### src/rtl/cmp_arb_pkg.sv
// Shared constants for signed_cmp_arbiter: FSM state codes,
// flag bit positions and statistics counter width.
package cmp_arb_pkg;

    localparam logic [1:0] ST_IDLE = 2'd0;
    localparam logic [1:0] ST_CMP  = 2'd1;
    localparam logic [1:0] ST_RESP = 2'd2;

    localparam int F_EQ = 0;
    localparam int F_GT = 1;
    localparam int F_LT = 2;

    localparam int STAT_W = 16;

endpackage

### src/rtl/rr_arbiter.sv
// Combinational round-robin grant: first asserted req at or after ptr.
// Ports: req (requests), ptr (start index) -> gnt (one-hot), gnt_id.
module rr_arbiter #(
    parameter  int NREQ = 4,
    localparam int IDW  = $clog2(NREQ)
) (
    input  logic [NREQ-1:0] req,
    input  logic [IDW-1:0]  ptr,
    output logic [NREQ-1:0] gnt,
    output logic [IDW-1:0]  gnt_id
);

    logic w_found;

    always_comb begin
        int v_idx;
        gnt     = '0;
        gnt_id  = '0;
        w_found = 1'b0;
        v_idx   = 0;
        for (int k = 0; k < NREQ; k++) begin
            // Walk from ptr upward, wrapping at NREQ (not a power of 2 in general).
            v_idx = int'(ptr) + k;
            if (v_idx >= NREQ) v_idx = v_idx - NREQ;
            if (!w_found && req[IDW'(v_idx)]) begin
                w_found             = 1'b1;
                gnt[IDW'(v_idx)]    = 1'b1;
                gnt_id              = IDW'(v_idx);
            end
        end
    end

endmodule

### src/rtl/signed_cmp_arbiter.sv
// One registered signed comparator shared by NREQ requesters via round-robin.
// Ports: req_valid/req_ready/req_a/req_b in, rsp_valid/rsp_ready/rsp_id/flags out.
// Optional CMP_ARB_STAT_EN: stat_clr in, stat_eq/stat_gt/stat_lt saturating counters out.
module signed_cmp_arbiter
    import cmp_arb_pkg::*;
#(
    parameter  int WIDTH = 8,
    parameter  int NREQ  = 4,
    localparam int IDW   = $clog2(NREQ)
) (
    input  logic                  clk,
    input  logic                  rst_n,
    input  logic [NREQ-1:0]       req_valid,
    output logic [NREQ-1:0]       req_ready,
    input  logic [NREQ*WIDTH-1:0] req_a,
    input  logic [NREQ*WIDTH-1:0] req_b,
    output logic                  rsp_valid,
    input  logic                  rsp_ready,
    output logic [IDW-1:0]        rsp_id,
    output logic                  rsp_equal,
    output logic                  rsp_greater,
    output logic                  rsp_lower
`ifdef CMP_ARB_STAT_EN
    ,
    input  logic                  stat_clr,
    output logic [STAT_W-1:0]     stat_eq,
    output logic [STAT_W-1:0]     stat_gt,
    output logic [STAT_W-1:0]     stat_lt
`endif
);

    logic [1:0]       r_state;
    logic [1:0]       w_next;
    logic [IDW-1:0]   r_ptr;
    logic [IDW-1:0]   r_id;
    logic [WIDTH-1:0] r_a;
    logic [WIDTH-1:0] r_b;
    logic [2:0]       r_flags;

    logic [NREQ-1:0]  w_gnt;
    logic [IDW-1:0]   w_gnt_id;
    logic             w_acc;
    logic [WIDTH:0]   w_diff;
    logic [2:0]       w_flags;
    logic [IDW-1:0]   w_ptr_nxt;

    rr_arbiter #(.NREQ(NREQ)) u_arb (
        .req    (req_valid),
        .ptr    (r_ptr),
        .gnt    (w_gnt),
        .gnt_id (w_gnt_id)
    );

    assign w_acc = |req_ready;

    always_ff @(posedge clk or negedge rst_n) begin
        if (!rst_n) r_state <= ST_IDLE;
        else        r_state <= w_next;
    end

    always_comb begin
        w_next = r_state;
        case (r_state)
            ST_IDLE: if (w_acc) w_next = ST_CMP;
            ST_CMP:  w_next = ST_RESP;
            ST_RESP: if (rsp_ready) w_next = ST_IDLE;
            default: w_next = ST_IDLE;
        endcase
    end

    // rst_n gates req_ready so no grant is offered while reset is held.
    always_comb begin
        req_ready = '0;
        if (rst_n && r_state == ST_IDLE) req_ready = w_gnt;
        rsp_valid = (r_state == ST_RESP);
    end

    // One extra bit keeps the subtraction free of overflow.
    assign w_diff = {r_a[WIDTH-1], r_a} - {r_b[WIDTH-1], r_b};

    always_comb begin
        w_flags       = '0;
        w_flags[F_EQ] = (w_diff == '0);
        w_flags[F_LT] = w_diff[WIDTH];
        w_flags[F_GT] = !w_flags[F_EQ] && !w_flags[F_LT];
    end

    assign w_ptr_nxt = (int'(r_id) == NREQ - 1) ? '0 : r_id + 1'b1;

    always_ff @(posedge clk or negedge rst_n) begin
        if (!rst_n) begin
            r_a     <= '0;
            r_b     <= '0;
            r_id    <= '0;
            r_flags <= '0;
            r_ptr   <= '0;
        end else begin
            if (w_acc) begin
                r_a  <= req_a[int'(w_gnt_id)*WIDTH +: WIDTH];
                r_b  <= req_b[int'(w_gnt_id)*WIDTH +: WIDTH];
                r_id <= w_gnt_id;
            end
            if (r_state == ST_CMP) r_flags <= w_flags;
            if (rsp_valid && rsp_ready) r_ptr <= w_ptr_nxt;
        end
    end

    assign rsp_id      = r_id;
    assign rsp_equal   = r_flags[F_EQ];
    assign rsp_greater = r_flags[F_GT];
    assign rsp_lower   = r_flags[F_LT];

`ifdef CMP_ARB_STAT_EN
    logic w_done;
    assign w_done = rsp_valid && rsp_ready;

    always_ff @(posedge clk or negedge rst_n) begin
        if (!rst_n) begin
            stat_eq <= '0;
            stat_gt <= '0;
            stat_lt <= '0;
        end else if (stat_clr) begin
            stat_eq <= '0;
            stat_gt <= '0;
            stat_lt <= '0;
        end else if (w_done) begin
            if (rsp_equal && stat_eq != '1)   stat_eq <= stat_eq + 1'b1;
            if (rsp_greater && stat_gt != '1) stat_gt <= stat_gt + 1'b1;
            if (rsp_lower && stat_lt != '1)   stat_lt <= stat_lt + 1'b1;
        end
    end
`endif

endmodule

### config.mk
export PLATFORM = sky130hd
export DESIGN_NAME = signed_cmp_arbiter
export DESIGN_NICKNAME = d
export VERILOG_FILES = /design/src/rtl/cmp_arb_pkg.sv /design/src/rtl/rr_arbiter.sv /design/src/rtl/signed_cmp_arbiter.sv
export SDC_FILE = /design/constraint.sdc
export NUM_CORES = 1
export LEC_CHECK = 0
export ABC_CLOCK_PERIOD_IN_PS = 4400
export CORE_MARGIN = 10
export CORE_UTILIZATION = 48
export DETAILED_ROUTE_END_ITERATION = 12
export PLACE_DENSITY = 0.9
export SLEW_MARGIN = 0
export SYNTH_ARGS = -nofsm -noshare
export SYNTH_HDL_FRONTEND = slang
export SYNTH_SLANG_ARGS = --single-unit
### constraint.sdc
create_clock -name clk -period 4.4 [get_ports clk]
set_input_delay 0.88 -clock clk [delete_from_list [all_inputs] [get_ports clk]]
set_output_delay 0.88 -clock clk [all_outputs]
set_load 0.02 [all_outputs]
==> metrics <==
die width=93.21 um; Mapped Cells=244; Site Rows=26; worst ir drop on vdd=368.6 uV; multiplexer share of the synthesized area=between 30% and 40%; Largest stage delay, worst path=0.62 ns; R2R cell count=9; Hold Path Class=reg -> reg; syn_nets=333; initial DRC count=59; core box area=approximately 5100 um2; fmax=roughly 230 MHz; post-synthesis sequential area ratio=24.32%; top cell type's share of synthesized area=24.32%; fraction of layout cells with a size suffix above 1=14.98%; Setup Viol. Count Final=0; Comb pwr share=79.0%; Yosys warning count=0; Final nets=417; Buf+Inv Stages, Crit Path=3; RSZ-0062 raised after global routing=no; filler cell count=441; Clock Sinks=25; final hold violation count=0; launch point of the critical path=req_valid[0]; DRT Pass-1 Iters=4; Req. time, crit path=3.52 ns; Synth Area in Simple Gates=9.339%; Cell Pwr Density=763.2 nW/um2; die area=8687 um2; pin count of the biggest net entering global routing=26; I/O Buffers=80; post-cts resize count=0; Final min period=4.284 ns; Clk pin slew, worst setup/hold paths=0.10 ns; area delta synth->final=34.58%; max cap viols=0; post-synthesis adder-cell area fraction=9.047%; antenna violations before repair=0; Worst R2R Setup Slack=1.32 ns; Vias/cell=about 5.5; final setup TNS=0 ns; outcome=finished, final reports clean; clock power share=roughly 5.3%; area leader, netlist=dfrtp_1; Hold EP=r_a[5]; via count=2198; Netlist Area Pre-Place=2572 um2; Synth Area in XOR/XNOR=0.6809%; Hold WS=0.5302 ns; worst skew pair latency=0.28 ns; H-Tree Depth=1; Synth cell types=52; Sw Pwr=1.214 mW; crit end category=primary output; capturing point of the worst reg2reg path=r_a[7]; Ant. Diodes=0; Crit Path Max Fanout=8; Tot GR Track Use=16.03%; Crit path arrival time=3.40 ns; Leak=1.523 nW; Final Wtd Congestion=around 0.9; Critical R2R Launch=r_ptr[1]; Sw Share=45.93%; Avg Inst Size Synth=10.54 um2; min-delay src=r_a[5]; Initial Util=50.05%; Pint=1.429 mW; Slew Viols, Final=0; top cells by area, synth=dfrtp_1 24%, mux2i_1 21%, ha_1 8.3%; Sequential Power Share=15.7%; crit-path leading delay family=buffers and inverters; vias in the first global route=between 2000 and 2500; Async SR Flop Fraction=100.0%; CTS Buf Count=3; Post-synth EDFFs=0; CTS root buf=clkbuf_8; hold path cells=1; CTS tree=built; first-pass GRT wire length=11.56 mm; number of synthesized register bits=25; Synth Area in Compound Gates=15.32%; largest family of logic cells by synthesized area=multiplexers; Wirelength per Cell=approximately 18 um; Primary FF master, synth=dfrtp_1; CP max-delay cell=clkdlybuf4s50_1; Max clock buf depth=2; final worst path period share=about 97%; Top Ports=81; worst rel slew slack=63.25%; critical path cell sequence=clkdlybuf4s50_1 -> mux4_2 -> o31a_2 -> nor2_1 -> a221oi_1 -> buf_4 -> nor2_1 -> clkdlybuf4s50_1; Setup Fix Bufs, Post-CTS=0; Worst Skew=0.009645 ns; final WL=around 7 mm; hold bufs inserted after CTS=0; Design Power=2.642 mW; die height=slightly above 90 um; number of remaining DRC errors=0; worst setup path category=in -> out; nature of the critical path startpoint=input pin; Final HPWL DP=5.678 mm; Post-DRT Antenna Nets=0; gr ovfl total=0; Least-Margin Pin Slew=0.5443 ns
## worst reg2reg max path: stages (launching register included)
cell and delay [ns]:
dfrtp_1 0.35, inv_1 0.12, ha_1 0.36, mux4_2 0.61, a2111oi_4 0.33, a221oi_1 0.17
and2_4 0.19, a31oi_4 0.16, buf_4 0.35, mux2_4 0.35
## cells in the final DEF, fill, tap and decap left out, types with 2 or more instances in the layout
cell type / count
nand3_1: 4
a2111oi_4: 2
xnor2_1: 2
inv_1: 24
clkdlybuf4s50_1: 80
mux4_2: 2
nor3_1: 2
nand2b_1: 4
o211ai_1: 2
a31oi_1: 2
ha_1: 17
a21oi_1: 3
clkbuf_8: 3
mux2i_1: 54
nand3b_1: 2
nand2_1: 6
nor2_1: 13
nor2b_1: 3
o21ai_0: 6
buf_4: 13
mux2_2: 11
a221o_2: 2
or3_1: 3
a221oi_1: 4
dfrtp_1: 25
mux2_4: 8
nor4_1: 4
o21a_1: 3
## synth_stat cells (3+ instances only)
master    number
or3_1          3
a221oi_1       4
o21a_1         3
o21ai_0        6
nor2b_1        3
mux2_4         8
nand2b_1       4
nor4_1         4
nand2_1        6
ha_1          17
dfrtp_1       25
inv_1         24
a21oi_1        3
nand3_1        4
mux2_2        11
buf_6          8
nor2_1        13
mux2i_1       54
## flip-flops by register name, indices dropped and copies added (netlist names)
name,flops
r_a,8
r_b,8
r_flags,3
r_ptr,2
r_state,2
rsp_id,2
## power by group through the flow
stage / logic (mW) / registers, mW / clock network (mW)
global placement: 2.01 / 0.410 / 0
detailed placement: 2.08 / 0.418 / 0
finish: 2.09 / 0.414 / 0.141
floorplan: 1.66 / 0.429 / 0
global route: 2.28 / 0.425 / 0.150
CTS: 2.10 / 0.414 / 0.143
## cell type report
cell class / instances / area [um2] / area share [%]
Sequential cell: 25 / 625.6 / 18.07
Clock buffer: 3 / 41.29 / 1.193
Clock inverter: 1 / 5.005 / 0.1446
Timing Repair Buffer: 93 / 898.4 / 25.95
Multi-Input combinational cell: 181 / 1714 / 49.51
Inverter: 24 / 90.09 / 2.602
Tap cell: 70 / 87.58 / 2.530
## logic make-up after synthesis
logic type / Yosys count
AOI/OAI and AO/OA: 41
xor gates and xnor gates: 2
adders and majority gates: 18
buffers and inverters: 38
DFF: 25
muxes: 75
and+or+nand+nor: 45
## worst max path at each step
stage,depth (start not counted),slack [ns],end
after floorplan,11,0.87,req_ready[0]
after global placement,8,0.20,req_ready[0]
after detailed placement,9,0.11,req_ready[0]
after CTS,9,0.10,req_ready[0]
after global routing,9,0.008,req_ready[0]
final,8,0.12,req_ready[0]
## metal layers
metal	share of wire, %	global-route usage (%)	vias up
met5	0	0	-
met4	1.2	5.270	0
met3	3.8	3.277	9
met2	55	29.79	53
met1	40	17.65	1071
li1	-	-	1065
## through the flow
step / instances / instance area, um2 / worst slack (ns) / utilization, %
after CTS: 397 / 3462 / 0.1015 / 67.36
after floorplan: 244 / 2572 / 0.8726 / -
after detailed placement: 393 / 3416 / 0.1147 / 66.46
after global placement: 393 / 3416 / 0.1980 / 66.46
after global routing: 397 / 3462 / 0.008431 / 67.36
final: 397 / 3462 / 0.1157 / 67.36
No activity file was read; power rests on OpenSTA's default activity.
